===== config.mk =====
export PLATFORM = sky130hd
export DESIGN_NAME = vga_mem_scheduler
export DESIGN_NICKNAME = d
export VERILOG_FILES = /design/src/rtl/vga_mem_scheduler.sv
export SDC_FILE = /design/constraint.sdc
export NUM_CORES = 1
export LEC_CHECK = 0
export BUFFER_PORTS_ARGS = -buffer_cell sky130_fd_sc_hd__buf_2
export CORE_UTILIZATION = 45
export CTS_CLUSTER_DIAMETER = 120
export DETAILED_ROUTE_END_ITERATION = 10
export PLACE_DENSITY = 0.81
export REMOVE_ABC_BUFFERS = 1
export SYNTH_ARGS = -nofsm -noshare
export SYNTH_HDL_FRONTEND = slang
export SYNTH_SLANG_ARGS = --single-unit

===== constraint.sdc =====
create_clock -name clk -period 3.12 [get_ports clk]
set_input_delay 0.156 -clock clk [delete_from_list [all_inputs] [get_ports clk]]
set_output_delay 0.156 -clock clk [all_outputs]
set_load 0.01 [all_outputs]

===== src/rtl/vga_mem_scheduler.sv =====
// vga_mem_scheduler: shares sprite/frame memory between pixel fetch and two game writers.
// Define HBLANK_WR_EN to also grant writers during horizontal blanking.
module vga_mem_scheduler #(
  parameter int VBP       = 31,
  parameter int VFP       = 511,
  parameter int GUARD_CYC = 4,
  parameter int AW        = 16,
  parameter int DW        = 8
) (
  input  logic          clk,
  input  logic          clr_n,
  input  logic [9:0]    h_counter,
  input  logic [9:0]    v_counter,
  input  logic          vidon,
  input  logic          disp_req,
  input  logic [AW-1:0] disp_addr,
  input  logic [1:0]    wr_req,
  input  logic [AW-1:0] wr_addr0,
  input  logic [AW-1:0] wr_addr1,
  input  logic [DW-1:0] wr_data0,
  input  logic [DW-1:0] wr_data1,
  output logic          disp_gnt,
  output logic [1:0]    wr_gnt,
  output logic          mem_en,
  output logic          mem_we,
  output logic [AW-1:0] mem_addr,
  output logic [DW-1:0] mem_wdata,
  output logic          frame_tick,
  output logic          blank_win,
  output logic [7:0]    miss_cnt
);

  localparam logic [9:0] VBP_L = 10'(VBP);
  localparam logic [9:0] VFP_L = 10'(VFP);
  localparam logic [7:0] GLAST = 8'(GUARD_CYC - 1);

  typedef enum logic [1:0] {
    ACTIVE,
    GUARD,
    ARB
  } state_t;

  state_t        state;
  state_t        state_n;
  logic [7:0]    gcnt;
  logic [7:0]    gcnt_n;
  logic          last;
  logic          last_n;
  logic          win_c;
  logic          rise;
  logic          close;
  logic          wr_ok;
  logic [1:0]    elig;
  logic [1:0]    pick;
  logic [1:0]    wsel;
  logic [7:0]    miss_n;
  logic          dgnt_n;
  logic [1:0]    wgnt_n;
  logic          en_n;
  logic          we_n;
  logic [AW-1:0] addr_n;
  logic [DW-1:0] wdata_n;
  logic          unused_in;

  assign unused_in = ^{h_counter, vidon};

  assign win_c = (v_counter >= VFP_L) ||
                 (v_counter <= VBP_L);
  assign rise  = win_c && !blank_win;

  // A writer whose grant is on the outputs still shows its old request.
  assign elig = wr_req & ~wr_gnt;

`ifdef HBLANK_WR_EN
  assign wr_ok = (state == ARB) ||
                 ((state == ACTIVE) && !vidon);
`else
  assign wr_ok = (state == ARB);
`endif

  always_comb begin
    pick = elig;
    if (&elig) begin
      pick = last ? 2'b01 : 2'b10;
    end
  end

  assign wsel = (wr_ok && !disp_req) ? pick : 2'b00;

  always_comb begin
    state_n = state;
    gcnt_n  = gcnt;
    close   = 1'b0;
    unique case (state)
      ACTIVE: begin
        if (rise) begin
          state_n = GUARD;
          gcnt_n  = '0;
        end
      end
      GUARD: begin
        if (!win_c) begin
          state_n = ACTIVE;
          close   = 1'b1;
        end else if (gcnt == GLAST) begin
          state_n = ARB;
        end else begin
          gcnt_n = gcnt + 8'd1;
        end
      end
      ARB: begin
        if (!win_c) begin
          state_n = ACTIVE;
          close   = 1'b1;
        end
      end
      default: state_n = ACTIVE;
    endcase
  end

  always_comb begin
    dgnt_n  = 1'b0;
    wgnt_n  = 2'b00;
    en_n    = 1'b0;
    we_n    = 1'b0;
    addr_n  = mem_addr;
    wdata_n = mem_wdata;
    last_n  = last;
    unique case (1'b1)
      disp_req: begin
        dgnt_n = 1'b1;
        en_n   = 1'b1;
        addr_n = disp_addr;
      end
      wsel[0]: begin
        wgnt_n  = 2'b01;
        en_n    = 1'b1;
        we_n    = 1'b1;
        addr_n  = wr_addr0;
        wdata_n = wr_data0;
        last_n  = 1'b0;
      end
      wsel[1]: begin
        wgnt_n  = 2'b10;
        en_n    = 1'b1;
        we_n    = 1'b1;
        addr_n  = wr_addr1;
        wdata_n = wr_data1;
        last_n  = 1'b1;
      end
      default: ;
    endcase
  end

  // Missed frame: a live request left ungranted as the window shuts.
  always_comb begin
    miss_n = miss_cnt;
    if (close && |(elig & ~wsel) &&
        (miss_cnt != 8'hFF)) begin
      miss_n = miss_cnt + 8'd1;
    end
  end

  always_ff @(posedge clk or negedge clr_n) begin
    if (!clr_n) begin
      state      <= ACTIVE;
      gcnt       <= '0;
      last       <= 1'b1;
      blank_win  <= 1'b0;
      frame_tick <= 1'b0;
      miss_cnt   <= '0;
      disp_gnt   <= 1'b0;
      wr_gnt     <= 2'b00;
      mem_en     <= 1'b0;
      mem_we     <= 1'b0;
      mem_addr   <= '0;
      mem_wdata  <= '0;
    end else begin
      state      <= state_n;
      gcnt       <= gcnt_n;
      last       <= last_n;
      blank_win  <= win_c;
      frame_tick <= rise;
      miss_cnt   <= miss_n;
      disp_gnt   <= dgnt_n;
      wr_gnt     <= wgnt_n;
      mem_en     <= en_n;
      mem_we     <= we_n;
      mem_addr   <= addr_n;
      mem_wdata  <= wdata_n;
    end
  end

endmodule


==> impl_metrics.yaml, run 1 <==
run_status:
  status: "complete, no violations"
yosys:
  ys_warn_count: 0
  syn_area_um2: 2390
  seq_area_frac_synth_pct: 52.5
  yosysUniqueCellTypes: 35
  synth_cells: 230
  async_flop_share_pct: 100
  syn_area_per_cell_um2: 10.4
  synth_seq_cells: 50
  synth_edf_count: 0
  ys.flop_type: "dfrtp_1"
sta:
  slew_viol_final: 0
  period_minus_slack_ns: 2.24
  worst_pin_slew_ns: 1.07
  setup_tns_ns: 0
  post-route-period-util_pct: 71.8
  setup_viol: 0
  finalHoldViolCount: 0
  finClkSkew_ns: 0.0110
  fmax_mhz: 446
  setup_ws_ns: 0.880
  slew_headroom_pct: 28.5
  rsz0062_at_grt: "false"
place:
  portBuffers: 117
  dpl_cell_area_um2: 3040
  pre_cts_ws_ns: 0.886
  gp_congestion: 0.840
  hpwl_mm: 4.32
setup_path:
  crit_type: "register to register"
  worstPathRequired_ns: 3.29
  arrival_ns: 2.41
  crit_path_end_kind: "register"
  critPathLaunchType: "register"
  crit_path_frequent_cell: "nand2b_1"
  slowest_stage: "a21o_1"
  cp_max_fo: 33
  path_cells: "inv_1 > ha_1 > nand2b_1 > a21o_1 > nand2b_1 > buf_4 > nor2_1 > a21oi_1"
  critPathMaxStageDelay_ns: 0.67
global_route:
  globalRouteTotalUtil_pct: 21.9
  grt_pass1_wl_mm: 9.37
  overflow: 0
  grt_pass1_vias: 2235
  grt_antenna_before_repair: 0
  grt_start_max_net_pins: 51
final_layout:
  syn2layout_area_growth_pct: 32.5
  fillerInstances: 444
  stdcell_area_um2: 3160
  drive_above_1_share_pct: 39.2
  nets: 441
  diodes: 0
routing:
  first_iter_violations: 169
  vias: 2312
  via_per_inst: 5.54
  dr.pass1.iters: 6
  drt_wl_total_mm: 5.91
  drc: 0
  drt.antenna.violating_nets: 0
  wl_per_cell_um: 14.2
power_and_ir_drop:
  seq_power_share_pct: 46.6
  ir_drop_uv: 326
  pwr-share-clk_pct: 24.3
  switching_share_pct: 32.7
  p_leak_nw: 1.62
  p_per_area_nw_per_um2: 610
  switching_power_mw: 0.630
  internal_power_mw: 1.30
  combPwrFrac_pct: 29.1
die:
  die_y_um: 74.8
  rows: 26
  fp.dieW_um: 74.8
  num_io_pins: 129
  start_util_pct: 46.7
  core-area_um2: 5110
  dieArea_um2: 5600
clocking:
  cts_tree: "yes"
  cts_htree_levels: 2
  clock_tree.root_cell: "clkbuf_8"
  cts.sinks: 50
  numCtsBuffers: 5
  cts_resized: 0
  clk_latency_ns: 0.30
  clk_pin_slew_ns: 0.09
  clockBufferDepth: 2
worst_hold_path:
  hold_path_class: "input port to async pin"
job:
  max_cap_viol_count: 0
-- flip-flops by register name, summed over array words and instances (netlist names) --
signal      flops
last            1
mem_en          1
mem_wdata       8
state           2
frame_tick      1
gcnt            8
mem_addr       16
wr_gnt          2
blank_win       1
disp_gnt        1
miss_cnt        8
mem_we          1
-- metrics by stage --
| stage | std cells | total power [mW] | hold slack (ns) | util [%] |
|---|---|---|---|---|
| 2_1_floorplan | 218 | 1.22 | -0.140 | - |
| 3_3_place_gp | 408 | 1.44 | 0.309 | 59.5 |
| 3_5_place_dp | 408 | 1.47 | 0.317 | 59.5 |
| 4_1_cts | 417 | 1.94 | 0.0497 | 62.0 |
| 5_1_grt | 417 | 2.05 | 0.0557 | 62.0 |
| 6_report | 417 | 1.93 | 0.0246 | 62.0 |
-- Yosys cell counts, types with 2 or more instances --
cell | count | area (um2)
a21o_1 | 2 | 15.0
a21oi_1 | 23 | 115
a222oi_1 | 24 | 240
and3_1 | 2 | 12.5
buf_2 | 8 | 40.0
clkbuf_1 | 4 | 15.0
dfrtp_1 | 49 | 1230
ha_1 | 5 | 62.6
inv_1 | 19 | 71.3
nand2_1 | 11 | 41.3
nand2b_1 | 5 | 31.3
nand3_1 | 8 | 40.0
nand4_1 | 7 | 43.8
nor2_1 | 24 | 90.1
nor3_1 | 3 | 15.0
nor4_1 | 2 | 12.5
o21ai_0 | 8 | 40.0
or3_1 | 4 | 25.0
xnor2_1 | 6 | 52.6
-- worst max-delay path, delay by kind of cell, from the launching register on --
| kind | cells | cell delay [ns] |
|---|---|---|
| AOI/OAI and AO/OA | 2 | 0.73 |
| adders and majority gates | 1 | 0.25 |
| buffers and inverters | 2 | 0.33 |
| DFF | 1 | 0.35 |
| and+or+nand+nor | 3 | 0.44 |
-- metal layers --
metal | track usage [%] | vias to the layer above | wire [um]
met5 | 0 | - | 0
met4 | 5.87 | 0 | 82
met3 | 5.76 | 8 | 436
met2 | 40.9 | 105 | 3010
met1 | 24.6 | 1107 | 2380
li1 | - | 1092 | -
-- power by group through the flow --
stage / sequential, mW / clock (mW) / combinational (mW)
final: 0.898 / 0.469 / 0.561
after global routing: 0.917 / 0.500 / 0.629
after CTS: 0.898 / 0.476 / 0.566
after detailed placement: 0.906 / 0 / 0.565
after global placement: 0.899 / 0 / 0.541
after floorplan: 0.937 / 0 / 0.286
-- cell type report --
type / instances / area, um2 / area share (%)
clock buffers: 7 / 86.3 / 2.73
clock inverters: 1 / 30.0 / 0.949
inverters: 19 / 71.3 / 2.25
multi-input cells: 149 / 1020 / 32.2
flip-flops and latches: 50 / 1250 / 39.6
well taps: 70 / 87.6 / 2.77
repair buffers: 121 / 618 / 19.5
-- layout by cell type (no fill, tap or decap), types with 2 or more instances in the layout --
| cell | n |
|---|---|
| a21o_1 | 2 |
| a21oi_1 | 23 |
| a222oi_1 | 24 |
| and3_1 | 2 |
| buf_2 | 117 |
| buf_4 | 3 |
| clkbuf_8 | 6 |
| dfrtp_1 | 49 |
| ha_1 | 5 |
| inv_1 | 19 |
| nand2_1 | 11 |
| nand2b_1 | 5 |
| nand3_1 | 8 |
| nand4_1 | 7 |
| nor2_1 | 24 |
| nor3_2 | 3 |
| nor4_1 | 2 |
| o21ai_0 | 8 |
| or3_1 | 4 |
| xnor2_1 | 6 |
-- kinds of logic after synthesis --
group	count (synthesis)	synth area share (%)
AOI/OAI and AO/OA	64	20.8
and+or+nand+nor	70	14.9
DFF	50	52.5
adders and majority gates	6	3.09
muxes	2	0.891
buffers and inverters	31	5.29
xor gates and xnor gates	7	2.57
-- worst paths after layout --
kind,startpoint,end,slack [ns],cells past startpoint
min reg2reg,miss_cnt[7],miss_cnt[7],0.50,1
max,state[0],mem_addr[14],0.88,8
max reg2reg,state[0],mem_addr[14],0.88,8
min in group clk,wr_data0[6],mem_wdata[6],0.06,3
max in group asynchronous,clr_n,gcnt[1],2.40,1
min,clr_n,mem_wdata[6],0.02,1
-- timing repair --
action                                  4_1_cts  5_1_grt
endpoints found under the setup margin        0        0
hold endpoints to repair                      1        0
buffers inserted                              0        0
hold buffers                                  1        0
No activity file was read; power rests on OpenSTA's default activity.
==> run 2: changes to the inputs <==
==> constraint.sdc (replaced) <==
create_clock -name clk -period 2.3 [get_ports clk]
set_input_delay 0.115 -clock clk [delete_from_list [all_inputs] [get_ports clk]]
set_output_delay 0.115 -clock clk [all_outputs]
set_load 0.01 [all_outputs]
==> impl_metrics.yaml, run 2 (same netlist as run 1, synthesis figures left out) <==
run_status:
  status: "complete, no violations"
final_layout:
  stdcell_area_um2: 3180
  mostFrequentLayoutCell: "buf_2"
  final_util_pct: 62.3
  fin_cells: 422
  diodes: 0
  top_register: "mem_addr"
  final_cell_mix: "buf_2, dfrtp_1, nor2_1, a222oi_1, a21oi_1"
  syn2layout_area_growth_pct: 33.3
  nets: 446
  drive_above_1_share_pct: 39.8
  largest_reg_flops: 16
  fillerInstances: 422
clocking:
  numCtsBuffers: 5
  clk_latency_ns: 0.30
  cts_htree_levels: 2
  cts_resized: 0
  cts_tree: "yes"
  clockBufferDepth: 2
  clock_tree.root_cell: "clkbuf_8"
  clk_pin_slew_ns: 0.09
  cts.sinks: 50
routing:
  drc: 0
  first_iter_violations: 155
  vias: 2314
  drt.antenna.violating_nets: 0
  drt_wl_total_mm: 5.97
  wl_per_cell_um: 14.1
  dr.pass1.iters: 9
  via_per_inst: 5.48
sta:
  setup_ws_ns: 0.252
  fmax_mhz: 488
  slew_headroom_pct: 62.5
  whs_ns: 0.0162
  post-route-period-util_pct: 89.1
  finClkSkew_ns: 0.0114
  rsz0062_at_grt: "false"
  setup_viol: 0
  period_minus_slack_ns: 2.05
  slew_viol_final: 0
  worst_pin_slew_ns: 0.562
  finalHoldViolCount: 0
  setup_tns_ns: 0
die:
  num_io_pins: 129
  start_util_pct: 46.7
  die_y_um: 74.8
  dieArea_um2: 5600
  core-area_um2: 5110
  fp.dieW_um: 74.8
  rows: 26
place:
  gp_congestion: 0.810
  dpl_cell_area_um2: 3080
  pre_cts_ws_ns: 0.249
  portBuffers: 117
  dp_cells: 412
  hpwl_mm: 4.49
setup_path:
  arrival_ns: 2.23
  path_cells: "inv_1 > ha_1 > nor2b_1 > maj3_2 > nor4_4 > mux2_2"
  cp_max_fo: 8
  critPathMaxStageDelay_ns: 0.42
  crit_type: "register to register"
  slowest_stage: "nor4_4"
  worstPathRequired_ns: 2.48
  critPathLaunchType: "register"
  crit_path_end_kind: "register"
power_and_ir_drop:
  switching_share_pct: 34.3
  switching_power_mw: 0.850
  combPwrFrac_pct: 31.2
  pwr-share-clk_pct: 19.5
  internal_power_mw: 1.62
  ir_drop_uv: 427
  p_per_area_nw_per_um2: 778
  p_leak_nw: 1.64
  seq_power_share_pct: 49.3
  totalPowerFinal_mw: 2.47
job:
  max_cap_viol_count: 0
global_route:
  grt_start_max_net_pins: 34
  grt_pass1_wl_mm: 9.34
  globalRouteTotalUtil_pct: 22.3
  grt_antenna_before_repair: 0
  overflow: 0
  grt_pass1_vias: 2085
worst_hold_path:
  hold_path_class: "input port to register"
-- run 2: layout make-up --
cell class	count	area (um2)	share of cell area [%]
clock buffers	6	72.6	2.28
clock inverters	2	10.0	0.314
inverters	19	71.3	2.24
multi-input cells	149	1020	32.0
flip-flops and latches	50	1250	39.3
well taps	70	87.6	2.75
repair buffers	126	671	21.1
-- run 2: routing by layer --
layer	routed length, um	vias to the layer above	track usage [%]
li1	-	1105	-
met1	2400	1080	27.4
met2	3060	123	38.3
met3	457	6	6.02
met4	53	0	6.92
met5	0	-	0
-- run 2: critical path, delay by kind of cell (launching register included) --
kind | cells | cell delay (ns)
flops | 1 | 0.35
buf+inv | 1 | 0.07
mux | 1 | 0.38
fa+ha+maj | 2 | 0.56
simple gates | 2 | 0.57
-- run 2: path summary, 6_finish.rpt --
check                       startpoint           end  slack, ns  cells after the start
setup / recovery              state[0]   miss_cnt[1]       0.25                      6
hold / removal             wr_data0[0]  mem_wdata[0]       0.02                      3
setup reg to reg              state[0]   miss_cnt[1]       0.25                      6
hold reg to reg            miss_cnt[7]   miss_cnt[7]       0.52                      1
max in group asynchronous        clr_n          last       1.38                      3
min in group asynchronous        clr_n  mem_wdata[1]       0.29                      2
-- run 2: what timing repair did --
item | CTS | global route
buffers inserted | 0 | 0
hold buffers | 2 | 0
endpoints found under the hold margin | 19 | 0
endpoints found under the setup margin | 0 | 0
-- run 2: power groups by stage --
stage	combinational, mW	clock, mW	sequential, mW
floorplan	0.388	0	1.27
global placement	0.743	0	1.22
detailed placement	0.770	0	1.23
CTS	0.772	0.500	1.22
global route	0.862	0.532	1.24
finish	0.771	0.483	1.22
